===== src/rtl/hemlo.sv =====
// hemlo: edge detector for an asynchronous level input such as a GPS PPS
// signal. It synchronises the input into clk, emits one-cycle rising and
// falling strobes, counts rising edges and measures the clk-cycle spacing
// between consecutive rising edges.
module hemlo #(
    parameter int SYNC_STAGES = 2,   // synchroniser depth, 2..4
    parameter int CNT_W       = 16,  // width of edge_count
    parameter int PERIOD_W    = 32   // width of period counter and period
) (
    input  logic                clk,
    input  logic                rst,
    input  logic                sig,
    output logic                pe,
    output logic                ne,
    output logic [CNT_W-1:0]    edge_count,
    output logic [PERIOD_W-1:0] period,
    output logic                period_valid,
    output logic                period_ovf
);

    localparam logic [PERIOD_W-1:0] PERIOD_ONE = PERIOD_W'(1);
    localparam logic [PERIOD_W-1:0] PERIOD_MAX = '1;
    localparam logic [CNT_W-1:0]    COUNT_ONE  = CNT_W'(1);

    logic [SYNC_STAGES-1:0] r_sync;        // r_sync[0] samples sig first
    logic                   r_prev;        // last synchronised level
    logic                   r_pe;
    logic                   r_ne;
    logic [CNT_W-1:0]       r_edge_count;
    logic [PERIOD_W-1:0]    r_period_cnt;  // cycles since the last rising strobe
    logic [PERIOD_W-1:0]    r_period;
    logic                   r_period_valid;
    logic                   r_period_ovf;
    logic                   r_seen_first;  // a rising strobe has occurred since reset

    logic                   w_sync_last;
    logic                   w_rise;
    logic                   w_fall;

    assign w_sync_last = r_sync[SYNC_STAGES-1];
    // A rising strobe is being registered on this clock edge.
    assign w_rise      = w_sync_last & ~r_prev;
    assign w_fall      = ~w_sync_last & r_prev;

    // Synchroniser chain and history flop for the edge comparison.
    always_ff @(posedge clk or posedge rst) begin
        if (rst) begin
            r_sync <= '0;
            r_prev <= 1'b0;
        end else begin
            // NOTE: every flop update uses <= so all registers see the
            // pre-edge values; with = the chain would collapse into one stage.
            r_sync <= {r_sync[SYNC_STAGES-2:0], sig};
            r_prev <= w_sync_last;
        end
    end

    // Registered one-cycle edge strobes; rise and fall are mutually exclusive.
    always_ff @(posedge clk or posedge rst) begin
        if (rst) begin
            r_pe <= 1'b0;
            r_ne <= 1'b0;
        end else begin
            r_pe <= w_rise;
            r_ne <= w_fall;
        end
    end

    // Rising-edge counter, wraps silently at all-ones.
    always_ff @(posedge clk or posedge rst) begin
        if (rst) begin
            r_edge_count <= '0;
        end else if (w_rise) begin
            r_edge_count <= r_edge_count + COUNT_ONE;
        end
    end

    // Free-running saturating period counter, reloaded to 1 on each rising strobe.
    always_ff @(posedge clk or posedge rst) begin
        if (rst) begin
            r_period_cnt <= '0;
        end else if (w_rise) begin
            r_period_cnt <= PERIOD_ONE;
        end else if (r_period_cnt != PERIOD_MAX) begin
            r_period_cnt <= r_period_cnt + PERIOD_ONE;
        end
    end

    // Capture the period on every rising strobe except the first after reset,
    // which only starts the measurement.
    always_ff @(posedge clk or posedge rst) begin
        if (rst) begin
            r_period       <= '0;
            r_period_valid <= 1'b0;
            r_period_ovf   <= 1'b0;
            r_seen_first   <= 1'b0;
        end else if (w_rise) begin
            r_seen_first <= 1'b1;
            if (r_seen_first) begin
                r_period       <= r_period_cnt;
                r_period_valid <= 1'b1;
                r_period_ovf   <= (r_period_cnt == PERIOD_MAX);
            end
        end
    end

    assign pe           = r_pe;
    assign ne           = r_ne;
    assign edge_count   = r_edge_count;
    assign period       = r_period;
    assign period_valid = r_period_valid;
    assign period_ovf   = r_period_ovf;

endmodule


===== config.mk =====
export PLATFORM = sky130hd
export DESIGN_NAME = hemlo
export DESIGN_NICKNAME = d
export VERILOG_FILES = /design/src/rtl/hemlo.sv
export SDC_FILE = /design/constraint.sdc
export NUM_CORES = 1
export LEC_CHECK = 0
export CAP_MARGIN = 25
export CORE_MARGIN = 4
export CORE_UTILIZATION = 30
export CTS_BUF_LIST = sky130_fd_sc_hd__clkbuf_4 sky130_fd_sc_hd__clkbuf_8 sky130_fd_sc_hd__clkbuf_16
export CTS_CLUSTER_SIZE = 16
export DETAILED_ROUTE_END_ITERATION = 12
export SLEW_MARGIN = 30
export SYNTH_ARGS = -nofsm -noshare
export SYNTH_HDL_FRONTEND = slang
export SYNTH_SLANG_ARGS = --single-unit

===== constraint.sdc =====
create_clock -name clk -period 4.5 [get_ports clk]
set_input_delay 0.45 -clock clk [delete_from_list [all_inputs] [get_ports clk]]
set_output_delay 0.45 -clock clk [all_outputs]
set_load 0.02 [all_outputs]

* Word level (Yosys, flattened, before mapping)
Cells that the tools add are included.
W data, S select, Z words.
** Word-level totals
- Flip-flop bits (word level) :: 88
- Bits in latches :: 0
- Memory bits (writable) :: 0
- ROM bits :: 0
- Input bits :: 3
- Output and inout port bits :: 52
- Memories :: 0
** Operators by class
- $add $sub $neg :: 2
- Multiply operators :: 0
- Divide/modulo/power cells :: 0
- Order comparisons :: 0
- Equality and inequality tests :: 2
- Shifts and indexed selects :: 0
- Multiplexer cells :: 2
- Bitwise gates (word level) :: 4
- Reduce and logical (&&, ||, !) cells :: 2
** Operators with widths (count)
- $mux W32 :: 2
- $add A32 B1 Y32 const B :: 1
- $eq A32 B32 Y1 const B :: 1
- $ne A32 B32 Y1 const B :: 1
- $add A16 B1 Y16 const B :: 1
- $and A1 B1 Y1 :: 2
- $not A1 Y1 :: 2
- $reduce_and A2 Y1 :: 1
- $reduce_bool A2 Y1 :: 1

* Logic depth before layout (Yosys ltp)
- Depth in word-level cells :: 3
- Mapped depth :: 7
- Mapped depth without buffers :: 6

* Least setup slack after synthesis
No wires, ideal clock.
- Kind :: flip-flop to flip-flop
- From :: register r_period_cnt[0]
- To :: register r_period_cnt[22]
- Data arrival time :: 1.736 ns
- Data required time :: 4.368 ns
- Slack :: 2.632 ns
- Cell stages (with the launch flop) :: 8
- Path buffers :: 1
- Cell sequence :: dfrtp_1 ha_1 nand4_1 or2_2 buf_2 nor4_1 xnor2_1 nor2_1
** Between the ends
- Longest elaborated chain between the ends :: 3
** Ends and longest elaborated chain
- start: declaration :: RTL line 30 : logic [PERIOD_W-1:0] r_period_cnt;
- start signal: assignment :: RTL line 85 : r_period_cnt <= r_period_cnt + PERIOD_ONE;
- $add A32 B1 Y32 :: RTL line 85
- $mux W32 :: RTL line 84 : end else if (r_period_cnt != PERIOD_MAX) begin
- $mux W32 :: RTL line 82 : end else if (w_rise) begin
Several ways; a longest one is shown, not always the timed one. The select of a mux whose other input is x is not followed.
A chain may end at the register's enable or synchronous reset.

* Worst setup path after layout
- From :: register r_period_cnt[0]
- To :: register r_period_cnt[21]
Same word-level chain as after synthesis.

==> flow_summary.yaml <==
die:
  pin_count: 55
  core_region_area_um2: 12700
  die_y_um: 122
  die_area_um2: 14900
  core.rowCount: 41
  start_util_pct: 30.7
  dieWidth_um: 122
synth:
  syn_nets: 345
  synth_ff_type: "dfrtp_1"
  ys_seq_area_share_pct: 56.5
  syn_inst: 340
  synth_edf_count: 0
  ys_warn_count: 0
  synth_cell_types: 38
  syn_area_um2: 3900
  ys_async_sr_fraction_pct: 100
  synth.ff_latch_count: 88
  syn_area_per_cell_um2: 11.5
cells_and_area:
  diodes: 0
  layout_common_cells: "88 x dfrtp_1, 54 x clkdlybuf4s50_1, 33 x nor2_1"
  drive_above_1_share_pct: 15.5
  fin_area_um2: 4990
  synthToLayoutAreaGrowth_pct: 28.1
  final_util_pct: 39.4
  num-fill-cells: 1253
  layout_commonest_cell: "dfrtp_1"
  nNetsFinal: 399
clock_tree:
  cts_max_path_buffers: 2
  numClockSinks: 88
  cts-root-buf: "clkbuf_16"
  clk_latency_ps: 340
  h-tree-depth: 3
  cts_hold_buf: 0
  cts_resized: 0
  cts_made_buffers: 9
  post_cts_buffers: 0
  cts_tree: "built"
  clk_pin_slew_worst_paths_ps: 70
worst_setup_path:
  end_kind: "flip-flop"
  cpMaxStageDelayCell: "nor4_4"
  crit_required_ps: 4760
  reg2reg_from: "r_period_cnt[0]$_DFFE_PP0P_"
  worstReg2RegEnd: "r_period_cnt[21]$_DFFE_PP0P_"
  arrival_ps: 2750
  cp-endpoint: "r_period_cnt[21]$_DFFE_PP0P_"
  crit_fanout: 15
  cp-startpoint: "r_period_cnt[0]$_DFFE_PP0P_"
  r2r_slack_ps: 2010
  cpPeakStageDelay_ps: 740
  critPathLaunchType: "flip-flop"
  path_cells: "ha_1, nand4_1, nor4_4, and2_0, o31ai_1, a21oi_1"
  r2r_cells: 6
  path_class: "flip-flop to flip-flop"
placement:
  place.gp.congestion: 0.834
  dp_hpwl_um: 5720
  io_buffer_count: 54
  dpl-instance-area_um2: 4620
power_and_ir_drop:
  totalPowerFinal_mw: 2.09
  comb_power_share_pct: 11.7
  p_clk_share_pct: 44.4
  powerDensity_nw_per_um2: 419
  vdd_drop_max_v: 0.000229
  intPower_mw: 1.58
  seqPwrFrac_pct: 43.8
  swShare_pct: 24.3
  p_leak_nw: 2.17
  p_switching_uw: 509
sta:
  min_period_ps: 2490
  fmax_ghz: 0.402
  setup_violations: 0
  worst_pin_slew_ps: 914
  rsz0062_at_grt: "false"
  drv_slew: 0
  hold_violations: 0
  finalCritPeriodShare_pct: 55.2
  skew_ps: 8.92
  relSlewSlack_pct: 38.6
  fin_tns_setup_ps: 0
flow_run:
  drv_cap: 0
grt:
  grt_max_degree: 61
  grtUsageTotal_pct: 12.1
  grt_pass1_wl_um: 14300
  gr-total-overflow: 0
  grt_pass1_vias: 2718
  antenna_found_initial: 0
hold_path:
  hold_class: "flip-flop to flip-flop"
status:
  status: "finished, final reports clean"
detailed_routing:
  via_per_inst: 4.79
  ant_nets: 0
  drcViolationCount: 0
  wl_um: 8360
  vias: 2737
  wl_per_cell_um: 14.6
  drt_pass1_iterations: 4
  drt_iter0_markers: 161
[flip-flops by register name, indices dropped and copies added, names as in the netlist]
signal and flops:
edge_count 16, period 32, period_valid 1, r_period_cnt 32
pe 1, r_prev 1, r_sync 2, period_ovf 1
ne 1, r_seen_first 1
[layer usage]
metal,share of wire (%),up-vias,GRT usage (%)
met5,0,-,0
met4,1.3,0,4.06
met3,5.3,7,3.67
met2,44,65,17.5
met1,49,1361,17.2
li1,-,1304,-
[through the flow]
stage / instances / hold WS (ps) / worst slack (ps)
after detailed placement: 555 / 343 / 2080
after floorplan: 340 / 331 / 1770
after global placement: 555 / 348 / 2200
after CTS: 571 / 365 / 2040
final: 571 / 358 / 2010
after global routing: 571 / 376 / 1800
[layout make-up]
type | count | area, um2 | share of cell area (%)
Clock buffer | 10 | 239 | 4.79
Clock inverter | 6 | 138 | 2.76
Inverter | 5 | 23.8 | 0.476
Multi-Input combinational cell | 233 | 1610 | 32.3
Sequential cell | 88 | 2200 | 44.1
Tap cell | 172 | 215 | 4.31
Timing Repair Buffer | 57 | 563 | 11.3
[cells in the mapped netlist, types with 4 or more instances]
| master | instances | area, um2 |
|---|---|---|
| nand3_1 | 13 | 65.1 |
| buf_2 | 9 | 45.0 |
| nand2b_1 | 5 | 31.3 |
| xor2_1 | 10 | 87.6 |
| nor2_1 | 33 | 124 |
| mux2_2 | 30 | 338 |
| inv_1 | 4 | 15.0 |
| a21oi_1 | 11 | 55.1 |
| and3_1 | 6 | 37.5 |
| or2_2 | 6 | 37.5 |
| a211oi_1 | 5 | 37.5 |
| dfrtp_1 | 88 | 2200 |
| nand2_1 | 30 | 113 |
| nand4_1 | 20 | 125 |
| clkbuf_1 | 5 | 18.8 |
| xnor2_1 | 25 | 219 |
[kinds of logic after synthesis]
logic type | count (synthesis) | synth area share [%]
simple gates | 132 | 18.0
flops | 88 | 56.5
xor+xnor | 35 | 7.87
mux | 33 | 9.44
compound gates | 31 | 5.36
buf+inv | 19 | 2.12
fa+ha+maj | 2 | 0.642
[how the worst min path moves through the flow]
stage                             start             endpoint  slack, ps  cells after the start
floorplan           r_sync[0]$_DFF_PP0_  r_sync[1]$_DFF_PP0_        330                      0
detailed placement  r_sync[0]$_DFF_PP0_  r_sync[1]$_DFF_PP0_        340                      0
global placement    r_sync[0]$_DFF_PP0_  r_sync[1]$_DFF_PP0_        350                      0
finish              r_sync[0]$_DFF_PP0_  r_sync[1]$_DFF_PP0_        360                      0
CTS                 r_sync[0]$_DFF_PP0_  r_sync[1]$_DFF_PP0_        370                      0
global route        r_sync[0]$_DFF_PP0_  r_sync[1]$_DFF_PP0_        380                      0
[power by group through the flow]
stage / Sequential, mW / Combinational, mW / Clock [mW]
after floorplan: 0.953 / 0.107 / 0
after global placement: 0.926 / 0.246 / 0
after detailed placement: 0.931 / 0.249 / 0
after CTS: 0.916 / 0.250 / 0.948
after global routing: 0.929 / 0.269 / 0.989
final: 0.918 / 0.245 / 0.930
[critical path, delay by kind of cell, from the launching register on]
family,cells,cell delay (ps)
fa+ha+maj,1,240
simple gates,3,1400
compound gates,2,310
flops,1,460
Power figures use the tool's default switching activity.
